## src/rtl/uart_tx_cfg_if.sv

```systemverilog
// FIFO-side handshake of the UART transmitter: show-ahead head word, empty flag, pop strobe.
interface uart_tx_cfg_if #(
    parameter int DATA_BITS = 8
);
    logic [DATA_BITS-1:0] data_in;
    logic                 fifo_empty;
    logic                 fifo_read;

    modport master (
        output data_in,
        output fifo_empty,
        input  fifo_read
    );

    modport slave (
        input  data_in,
        input  fifo_empty,
        output fifo_read
    );
endinterface

```

## src/rtl/uart_tx_cfg.sv

```systemverilog
// Parameterised UART transmitter fed from a show-ahead FIFO.
// Frame = start bit, DATA_BITS LSB first, optional parity, STOP_BITS stop bits; back-to-back capable.
module uart_tx_cfg #(
    parameter int CLOCK_FREQ  = 50_000_000,
    parameter int BAUD        = 9600,
    parameter int DATA_BITS   = 8,
    parameter int PARITY_MODE = 0,
    parameter int STOP_BITS   = 1
) (
    input  logic          clk,
    input  logic          rst_n,
    uart_tx_cfg_if.slave  fifo,
    output logic          transmit_wire,
    output logic          state_busy,
    output logic          tx_done
);

    localparam int CYCLES_PER_BIT = CLOCK_FREQ / BAUD;
    localparam int CW = $clog2(CYCLES_PER_BIT);
    localparam int BW = $clog2(DATA_BITS);
    localparam logic [CW-1:0] LAST_CYC  = CW'(CYCLES_PER_BIT - 1);
    localparam logic [BW-1:0] LAST_DATA = BW'(DATA_BITS - 1);
    localparam logic [BW-1:0] LAST_STOP = BW'(STOP_BITS - 1);

    typedef enum logic [2:0] {
        S_IDLE   = 3'd0,
        S_START  = 3'd1,
        S_DATA   = 3'd2,
        S_PARITY = 3'd3,
        S_STOP   = 3'd4
    } state_t;

    // Parity bit computed once when the word is latched; odd mode inverts the XOR.
    function automatic logic f_parity(input logic [DATA_BITS-1:0] d);
        return (PARITY_MODE == 2) ? ~(^d) : (^d);
    endfunction

    state_t               r_state;
    state_t               w_state_nxt;
    logic [CW-1:0]        r_cyc;
    logic [CW-1:0]        w_cyc_nxt;
    logic [BW-1:0]        r_bit;
    logic [BW-1:0]        w_bit_nxt;
    logic [DATA_BITS-1:0] r_shift;
    logic [DATA_BITS-1:0] w_shift_nxt;
    logic                 r_parity;
    logic                 w_parity_nxt;
    logic                 r_tx;
    logic                 w_tx_nxt;
    logic                 r_busy;
    logic                 r_done;
    logic                 w_bit_end;
    logic                 w_last_stop;
    logic                 w_load;

    // Bit-boundary and pop strobes shared by the FSM and datapath.
    always_comb begin
        w_bit_end   = (r_cyc == LAST_CYC);
        w_last_stop = (r_state == S_STOP) && w_bit_end && (r_bit == LAST_STOP);
        w_load      = ((r_state == S_IDLE) || w_last_stop) && !fifo.fifo_empty;
    end

    assign fifo.fifo_read = w_load;

    // Next-state logic.
    always_comb begin
        w_state_nxt = r_state;
        case (r_state)
            S_IDLE: begin
                if (!fifo.fifo_empty) w_state_nxt = S_START;
                else                  w_state_nxt = S_IDLE;
            end
            S_START: begin
                if (w_bit_end) w_state_nxt = S_DATA;
                else           w_state_nxt = S_START;
            end
            S_DATA: begin
                if (w_bit_end && (r_bit == LAST_DATA))
                    w_state_nxt = (PARITY_MODE != 0) ? S_PARITY : S_STOP;
                else
                    w_state_nxt = S_DATA;
            end
            S_PARITY: begin
                if (w_bit_end) w_state_nxt = S_STOP;
                else           w_state_nxt = S_PARITY;
            end
            S_STOP: begin
                if (w_last_stop) w_state_nxt = fifo.fifo_empty ? S_IDLE : S_START;
                else             w_state_nxt = S_STOP;
            end
            default: w_state_nxt = S_IDLE;
        endcase
    end

    // Counters, shift register and the line value for the next cycle.
    always_comb begin
        w_cyc_nxt    = r_cyc;
        w_bit_nxt    = r_bit;
        w_shift_nxt  = r_shift;
        w_parity_nxt = r_parity;
        w_tx_nxt     = 1'b1;

        if (w_load || (r_state == S_IDLE) || w_bit_end) w_cyc_nxt = {CW{1'b0}};
        else                                           w_cyc_nxt = r_cyc + CW'(1);

        // Bit index restarts whenever the state changes, so it serves both DATA and STOP.
        if (w_state_nxt != r_state)
            w_bit_nxt = {BW{1'b0}};
        else if (w_bit_end && ((r_state == S_DATA) || (r_state == S_STOP)))
            w_bit_nxt = r_bit + BW'(1);
        else
            w_bit_nxt = r_bit;

        if (w_load) begin
            w_shift_nxt  = fifo.data_in;
            w_parity_nxt = f_parity(fifo.data_in);
        end else if ((r_state == S_DATA) && w_bit_end) begin
            w_shift_nxt  = r_shift >> 1;
        end else begin
            w_shift_nxt  = r_shift;
        end

        case (w_state_nxt)
            S_IDLE:   w_tx_nxt = 1'b1;
            S_START:  w_tx_nxt = 1'b0;
            S_DATA:   w_tx_nxt = w_shift_nxt[0];
            S_PARITY: w_tx_nxt = w_parity_nxt;
            S_STOP:   w_tx_nxt = 1'b1;
            default:  w_tx_nxt = 1'b1;
        endcase
    end

    // State and output registers.
    always_ff @(posedge clk or negedge rst_n) begin
        if (!rst_n) begin
            r_state  <= S_IDLE;
            r_cyc    <= {CW{1'b0}};
            r_bit    <= {BW{1'b0}};
            r_shift  <= {DATA_BITS{1'b0}};
            r_parity <= 1'b0;
            r_tx     <= 1'b1;
            r_busy   <= 1'b0;
            r_done   <= 1'b0;
        end else begin
            r_state  <= w_state_nxt;
            r_cyc    <= w_cyc_nxt;
            r_bit    <= w_bit_nxt;
            r_shift  <= w_shift_nxt;
            r_parity <= w_parity_nxt;
            r_tx     <= w_tx_nxt;
            r_busy   <= (w_state_nxt != S_IDLE);
            r_done   <= w_last_stop;
        end
    end

    assign transmit_wire = r_tx;
    assign state_busy    = r_busy;
    assign tx_done       = r_done;

endmodule
```

## src/flat_wrapper.sv

```systemverilog
// flat-port wrapper written by rule: the top's interface ports become plain ports
module uart_tx_cfg_flat 
#(
    parameter int CLOCK_FREQ  = 50_000_000,
    parameter int BAUD        = 9600,
    parameter int DATA_BITS   = 8,
    parameter int PARITY_MODE = 0,
    parameter int STOP_BITS   = 1
)
  (clk, rst_n, transmit_wire, state_busy, tx_done, fifo_data_in, fifo_fifo_empty, fifo_fifo_read);
  uart_tx_cfg_if #(.DATA_BITS(DATA_BITS)) fifo_i ();
  input  logic clk;
  input  logic rst_n;
  output logic transmit_wire;
  output logic state_busy;
  output logic tx_done;
  input wire logic [$bits(fifo_i.data_in)-1:0] fifo_data_in;
  input wire logic [$bits(fifo_i.fifo_empty)-1:0] fifo_fifo_empty;
  output wire logic [$bits(fifo_i.fifo_read)-1:0] fifo_fifo_read;
  assign fifo_i.data_in = fifo_data_in;
  assign fifo_i.fifo_empty = fifo_fifo_empty;
  assign fifo_fifo_read = fifo_i.fifo_read;
  uart_tx_cfg #(.CLOCK_FREQ(CLOCK_FREQ), .BAUD(BAUD), .DATA_BITS(DATA_BITS), .PARITY_MODE(PARITY_MODE), .STOP_BITS(STOP_BITS)) u_core (.clk(clk), .rst_n(rst_n), .fifo(fifo_i), .transmit_wire(transmit_wire), .state_busy(state_busy), .tx_done(tx_done));
endmodule
```

## config.mk

```make
export PLATFORM = sky130hd
export DESIGN_NAME = uart_tx_cfg_flat
export DESIGN_NICKNAME = d
export VERILOG_FILES = /design/src/rtl/uart_tx_cfg_if.sv /design/src/rtl/uart_tx_cfg.sv /design/src/flat_wrapper.sv
export SDC_FILE = /design/constraint.sdc
export NUM_CORES = 1
export LEC_CHECK = 0
export CORE_MARGIN = 10
export CORE_UTILIZATION = 39
export DETAILED_ROUTE_END_ITERATION = 8
export PLACE_DENSITY = 0.6
export SLEW_MARGIN = 20
export SYNTH_ARGS = -nofsm -noshare
export SYNTH_HDL_FRONTEND = slang
export SYNTH_SLANG_ARGS = --single-unit
```

## constraint.sdc

```tcl
create_clock -name clk -period 4.88 [get_ports clk]
set_input_delay 0.976 -clock clk [delete_from_list [all_inputs] [get_ports clk]]
set_output_delay 0.976 -clock clk [all_outputs]
set_load 0.005 [all_outputs]
```

==> reports/qor.txt, run 1 <==
most common cell in the synthesized netlist -> dfrtp_1
footprint of the multi-input gates -> 748 um^2
PwrDens -> 354 nW/um^2
Worst Clk Skew -> 0.00314 ns
Site Rows -> 23
nets@finish -> 185
Skew-Pair Late Insertion Delay -> 0.28 ns
PortBufs -> 14
layout cells sized above 1 -> 8.77%
Seq cells post-synth -> 31
Worst R2R Path Depth -> 6
Sink Count -> 31
crit path kind -> input port to output port
area leader, netlist -> dfrtp_1
Core Util, Final -> 47.2%
GRT overflow -> 0
vias -> 1,136
Mapped Nets -> 168
Top-Level Pins -> 15
Initial Util -> 40.0%
DIE WIDTH -> 83.8 um
Max-Cap Viols -> 0
Cell variety after synth -> 35
clk buf depth -> 2
Hold Path Class -> flip-flop to flip-flop
crit path capture type -> output port
Final Setup Violations -> 0
Total Routed Length -> 2930 um
Reg area -> 777 um^2
CP Max Fanout -> 13
hold_buf cts -> 0
min Tclk post-route -> 3.73 ns
total CTS buffers -> 5
P&R area growth vs syn -> 18.0%
Synth top cells by count -> dfrtp_1, nor2_1, xnor2_1, nand2_1, inv_1
Pins Over Slew Limit -> 0
clock slew seen by the registers of the worst setup and hold paths -> 0.06 ns
CP required -> 3.90 ns
Mapped Cells -> 153
largest net degree at the start of global routing -> 32
reg2reg end -> u_core.r_shift[0]
die height -> 83.8 um
maximum vdd ir drop -> 0.000185 V
DP Wirelength -> 2140 um
post-synthesis sequential area ratio -> 48.9%
routed length per instance -> 13.3 um
Achievable Freq -> 0.268 GHz
Pleak -> 0.869 nW
first-pass GRT wire length -> 5220 um
YS warnings -> 0
DRT antenna net count -> 0
Hold Path Sink -> u_core.r_cyc[0]
Post-CTS Setup Inserts -> 0
die footprint -> 7020 um^2
final hold vios -> 0
DR DRC count -> 0
DR vias/cell -> 5.14
Filler Cell Count -> 377
Final GP Congestion -> 0.796
core area -> 3970 um^2
top post-synthesis cells by area -> dfrtp_1, xnor2_1, nor2_1
hold depth -> 1
post-CTS sizing -> 0
Max transition margin -> 69.0%
ys async rst share -> 100%
Worst R2R Setup Slack -> 2.62 ns
crit path DAT -> 2.76 ns
Antenna diodes -> 0
Final period util -> 76.5%
router iterations before antenna repair -> 4
Root Buffer -> clkbuf_8
H-Tree Depth -> 2
number of antenna violations at the first check in global routing -> 0
HP Start -> u_core.r_cyc[0]
syn avg cell area -> 10.4 um^2
Iter 0 DRT Violations -> 69
vias in the first global route -> 1,183
worst slew pin tran -> 0.465 ns
GRT Overall Usage -> 8.99%
status -> finished, final reports clean
FF-to-FF Start -> u_core.r_cyc[0]
proportion of netlist area held by the largest area contributor -> 47.3%
dominant synthesized flop cell -> dfrtp_1
Post-synth EDFFs -> 0
setup TNS -> 0 ns
CTS tree -> built
RSZ-0062 raised after global routing -> false
crit start category -> input port
area of the mapped netlist -> 1590 um^2
[cells in the final DEF, fill, tap and decap left out, types with 2 or more instances in the layout]
cell type        count
dfrtp_1             30
nor2_1              21
clkdlybuf4s50_1     14
xnor2_1             13
nand2_1             10
inv_1                8
xor2_1               7
clkbuf_8             7
a22o_1               6
a21o_1               6
mux2i_1              4
ha_1                 4
nand4bb_1            3
or3_1                3
nor3_1               3
o31ai_1              3
and3_1               3
nor4_1               2
o21a_1               2
or2_2                2
nand4_1              2
nand3_1              2
a21oi_1              2
buf_4                2
[critical path, stage by stage]
cell             delay (ns)
clkdlybuf4s50_1        0.40
nor3_1                 0.30
o21a_1                 0.48
clkdlybuf4s50_1        0.60
[flip-flops by register name (all words and copies together), names as in the netlist]
register / flops
u_core.r_bit: 3
u_core.r_cyc: 13
u_core.r_parity: 1
u_core.r_shift: 8
u_core.r_state: 3
u_core.state_busy: 1
u_core.transmit_wire: 1
u_core.tx_done: 1
[worst max-delay path by stage]
stage	cells past startpoint	slack, ns	to	from
global placement	4	1.16	fifo_fifo_read	fifo_fifo_empty
CTS	4	1.14	fifo_fifo_read	fifo_fifo_empty
floorplan	3	2.27	fifo_fifo_read	fifo_fifo_empty
finish	4	1.15	fifo_fifo_read	fifo_fifo_empty
detailed placement	4	1.16	fifo_fifo_read	fifo_fifo_empty
global route	4	0.98	fifo_fifo_read	fifo_fifo_empty
[power breakdown]
part / internal (W) / switching [W] / leakage (nW)
clock: 0.000129 / 0.0000899 / 0.0515
combinational: 0.0000616 / 0.0000520 / 0.418
sequential: 0.000301 / 0.0000311 / 0.400
total: 0.000491 / 0.000173 / 0.869
[cell families (layout without fill, tap and decap cells)]
kind of cell	count (synthesis)	in the layout	share of synthesized area, %
compound gates	24	24	11.7
simple gates	55	55	18.0
buf+inv	14	32	3.94
mux	5	5	3.23
fa+ha+maj	4	4	3.15
flops	31	31	48.9
xor+xnor	20	20	11.0
[layout make-up]
class                           count  area share [%]
Clock buffer                        8            5.34
Tap cell                           50            3.34
Multi-Input combinational cell    108            39.9
Sequential cell                    31            41.5
Inverter                            8            1.60
Timing Repair Buffer               16            8.28
[stage by stage]
| step | power, W | hold WS [ns] | instance area (um^2) | instances | setup slack (ns) |
|---|---|---|---|---|---|
| 2_1_floorplan | 0.000409 | 0.448 | 1590 | 153 | 2.27 |
| 3_5_place_dp | 0.000450 | 0.471 | 1770 | 213 | 1.16 |
| 5_1_grt | 0.000706 | 0.508 | 1870 | 221 | 0.981 |
| 6_report | 0.000664 | 0.478 | 1870 | 221 | 1.15 |
| 3_3_place_gp | 0.000446 | 0.459 | 1770 | 213 | 1.16 |
| 4_1_cts | 0.000675 | 0.482 | 1870 | 221 | 1.14 |
[metal layers]
metal  GRT usage (%)  wire [um]  up-vias
met5               0          0        -
met4            3.65         43        0
met3            4.00        174        7
met2            13.9       1280       26
met1            10.5       1430      545
li1                -          -      558
(Power assumes the default switching activity.)
==> inputs of run 2 (changes only) <==
- PLACE_DENSITY: 0.6 -> 0.62
- clock period: 4.88 -> 3.4 ns (I/O delays scaled with it)
==> run 2 against run 1 <==
Net effect:
- power is 37% higher
- register-to-register slack got worse by 1.5 ns
- final cell count increased by 0.45%
- first-iteration DRC count fell by 35%
- critical path type is now flip-flop to output port
==> reports/qor.txt, run 2 (synthesized netlist as in run 1, its figures left out) <==
DR vias/cell -> 5.16 (was 5.14)
Max-Cap Viols -> 0 (unchanged)
max FFs per register -> 13 (unchanged)
CTS tree -> built (unchanged)
crit path kind -> flip-flop to output port (was input port to output port)
Final period util -> 85.0%
Reg area -> 777 um^2 (unchanged)
Achievable Freq -> 0.346 GHz
FF-to-FF Start -> u_core.r_cyc[0] (unchanged)
PwrDens -> 490 nW/um^2 (was 354 nW/um^2)
Iter 0 DRT Violations -> 45 (was 69)
die height -> 83.8 um (unchanged)
worst path cell trace -> ha_1 -> nand4bb_1 -> nor4_1 -> o21a_1 -> clkdlybuf4s50_1 (was clkdlybuf4s50_1 -> nor3_1 -> o21a_1 -> clkdlybuf4s50_1)
hold depth -> 1 (unchanged)
core area -> 3970 um^2 (unchanged)
Antenna diodes -> 0 (unchanged)
maximum vdd ir drop -> 0.000272 V (was 0.000185 V)
vias -> 1,145 (was 1,136)
vias in the first global route -> 1,194 (was 1,183)
largest registers -> u_core.r_cyc: 13 flops, u_core.r_shift: 8 flops (unchanged)
largest net degree at the start of global routing -> 32 (unchanged)
DIE WIDTH -> 83.8 um (unchanged)
first-pass GRT wire length -> 5350 um (was 5220 um)
router iterations before antenna repair -> 4 (unchanged)
hold_buf cts -> 0 (unchanged)
crit-path leading delay family -> simple AND/OR/NAND/NOR gates (was buffers and inverters)
min Tclk post-route -> 2.89 ns
Root Buffer -> clkbuf_8 (unchanged)
Hold Path Class -> flip-flop to flip-flop (unchanged)
footprint of the multi-input gates -> 748 um^2 (unchanged)
Final Setup Violations -> 0 (unchanged)
Reg with most FFs -> u_core.r_cyc (unchanged)
GRT Overall Usage -> 9.18% (was 8.99%)
post-CTS sizing -> 0 (unchanged)
reg2reg end -> u_core.transmit_wire (was u_core.r_shift[0])
worst slew pin tran -> 0.420 ns (was 0.465 ns)
Hold Path Sink -> u_core.r_shift[6] (was u_core.r_cyc[0])
Crit-path slowest cell -> clkdlybuf4s50_1 (unchanged)
commonest non-fill, non-tap cells in the layout -> dfrtp_1, nor2_1, clkdlybuf4s50_1 (unchanged)
slowest stage delay, CP -> 0.51 ns (was 0.60 ns)
die footprint -> 7020 um^2 (unchanged)
P&R area growth vs syn -> 17.2% (was 18.0%)
Sink Count -> 31 (unchanged)
final hold vios -> 0 (unchanged)
total stage count of the critical path -> 5 (was 4)
commonest non-fill, non-tap cell in the layout -> dfrtp_1 (unchanged)
setup TNS -> 0 ns (unchanged)
routed length per instance -> 13.7 um (was 13.3 um)
CP required -> 2.72 ns (was 3.90 ns)
Worst Clk Skew -> 0.00774 ns (was 0.00314 ns)
met2 Resource Use GR -> 14.4% (was 13.9%)
H-Tree Depth -> 2 (unchanged)
Initial Util -> 40.0% (unchanged)
met3 Track Usage GR -> 4.49% (was 4.00%)
Worst R2R Setup Slack -> 1.09 ns (was 2.62 ns)
clock slew seen by the registers of the worst setup and hold paths -> 0.06 ns (about the same)
met1 Track Usage GR -> 10.1% (was 10.5%)
Overall Power -> 0.000912 W (was 0.000664 W)
gr busiest metal -> met2 (unchanged)
DRT antenna net count -> 0 (unchanged)
Total Routed Length -> 3050 um (was 2930 um)
crit path DAT -> 2.21 ns (was 2.76 ns)
Skew-Pair Late Insertion Delay -> 0.28 ns (about the same)
crit path buf inv count -> 1 (was 2)
clk buf depth -> 2 (unchanged)
Post-CTS Setup Inserts -> 0 (unchanged)
layout cells sized above 1 -> 8.14% (was 8.77%)
Top-Level Pins -> 15 (unchanged)
crit start category -> flip-flop (was input port)
Final GP Congestion -> 0.859 (was 0.796)
PortBufs -> 14 (unchanged)
Pins Over Slew Limit -> 0 (unchanged)
total CTS buffers -> 5 (unchanged)
Max transition margin -> 71.9% (was 69.0%)
status -> finished, final reports clean (unchanged)
Filler Cell Count -> 362 (was 377)
crit path capture type -> output port (unchanged)
RSZ-0062 raised after global routing -> false (unchanged)
DR DRC count -> 0 (unchanged)
HP Start -> u_core.r_shift[6] (was u_core.r_cyc[0])
CP Max Fanout -> 4 (was 13)
Pleak -> 0.862 nW (was 0.869 nW)
Site Rows -> 23 (unchanged)
DP Wirelength -> 2270 um (was 2140 um)
nets@finish -> 186 (was 185)
Worst R2R Path Depth -> 6 (unchanged)
GRT overflow -> 0 (unchanged)
number of antenna violations at the first check in global routing -> 0 (unchanged)
==> run 2: cell types whose count changed in the layout (fill, tap and decap cells not counted) <==
cell      delta
clkbuf_8     -2
buf_4        +1
clkbuf_1     +2
==> run 2: report_power, final <==
group | internal, W | switching (W) | total [W]
Clock | 0.000145 | 0.000126 | 0.000271
Combinational | 0.0000889 | 0.0000759 | 0.000165
Sequential | 0.000432 | 0.0000444 | 0.000476
Total | 0.000666 | 0.000246 | 0.000912
==> run 2: layer usage <==
layer / share of wire (%) / up-vias / wire length (um)
li1: - / 563 / -
met1: 45 / 550 / 1380
met2: 46 / 25 / 1410
met3: 6.7 / 7 / 205
met4: 1.6 / 0 / 49
met5: 0 / - / 0
==> run 2: worst max-delay path by stage <==
stage / start / endpoint
after floorplan: u_core.r_cyc[0] / fifo_fifo_read
after global placement: fifo_fifo_empty / fifo_fifo_read
after detailed placement: fifo_fifo_empty / fifo_fifo_read
after CTS: u_core.r_cyc[0] / fifo_fifo_read
after global routing: u_core.r_cyc[0] / fifo_fifo_read
final: u_core.r_cyc[0] / fifo_fifo_read
==> run 2: metrics by stage <==
step | instance area [um^2] | instances | setup WS [ns] | utilization [%] | hold WS [ns]
after floorplan | 1590 | 153 | 1.30 | - | 0.384
after global placement | 1780 | 214 | 0.648 | 44.8 | 0.461
after detailed placement | 1780 | 214 | 0.619 | 44.8 | 0.466
after CTS | 1860 | 222 | 0.472 | 46.8 | 0.479
after global routing | 1860 | 222 | 0.366 | 46.8 | 0.507
final | 1860 | 222 | 0.509 | 46.8 | 0.477
==> run 2: final cells by class <==
cell class	count	area share [%]
flip-flops and latches	31	41.8
repair buffers	17	8.74
inverters	8	1.61
clock buffers	8	4.30
well taps	50	3.36
multi-input cells	108	40.2
==> inputs of run 3 (changes only) <==
- SKIP_LAST_GASP: default -> 1
==> results of run 3 <==
No change in the layout: final DEF, timing and power equal those of run 2.
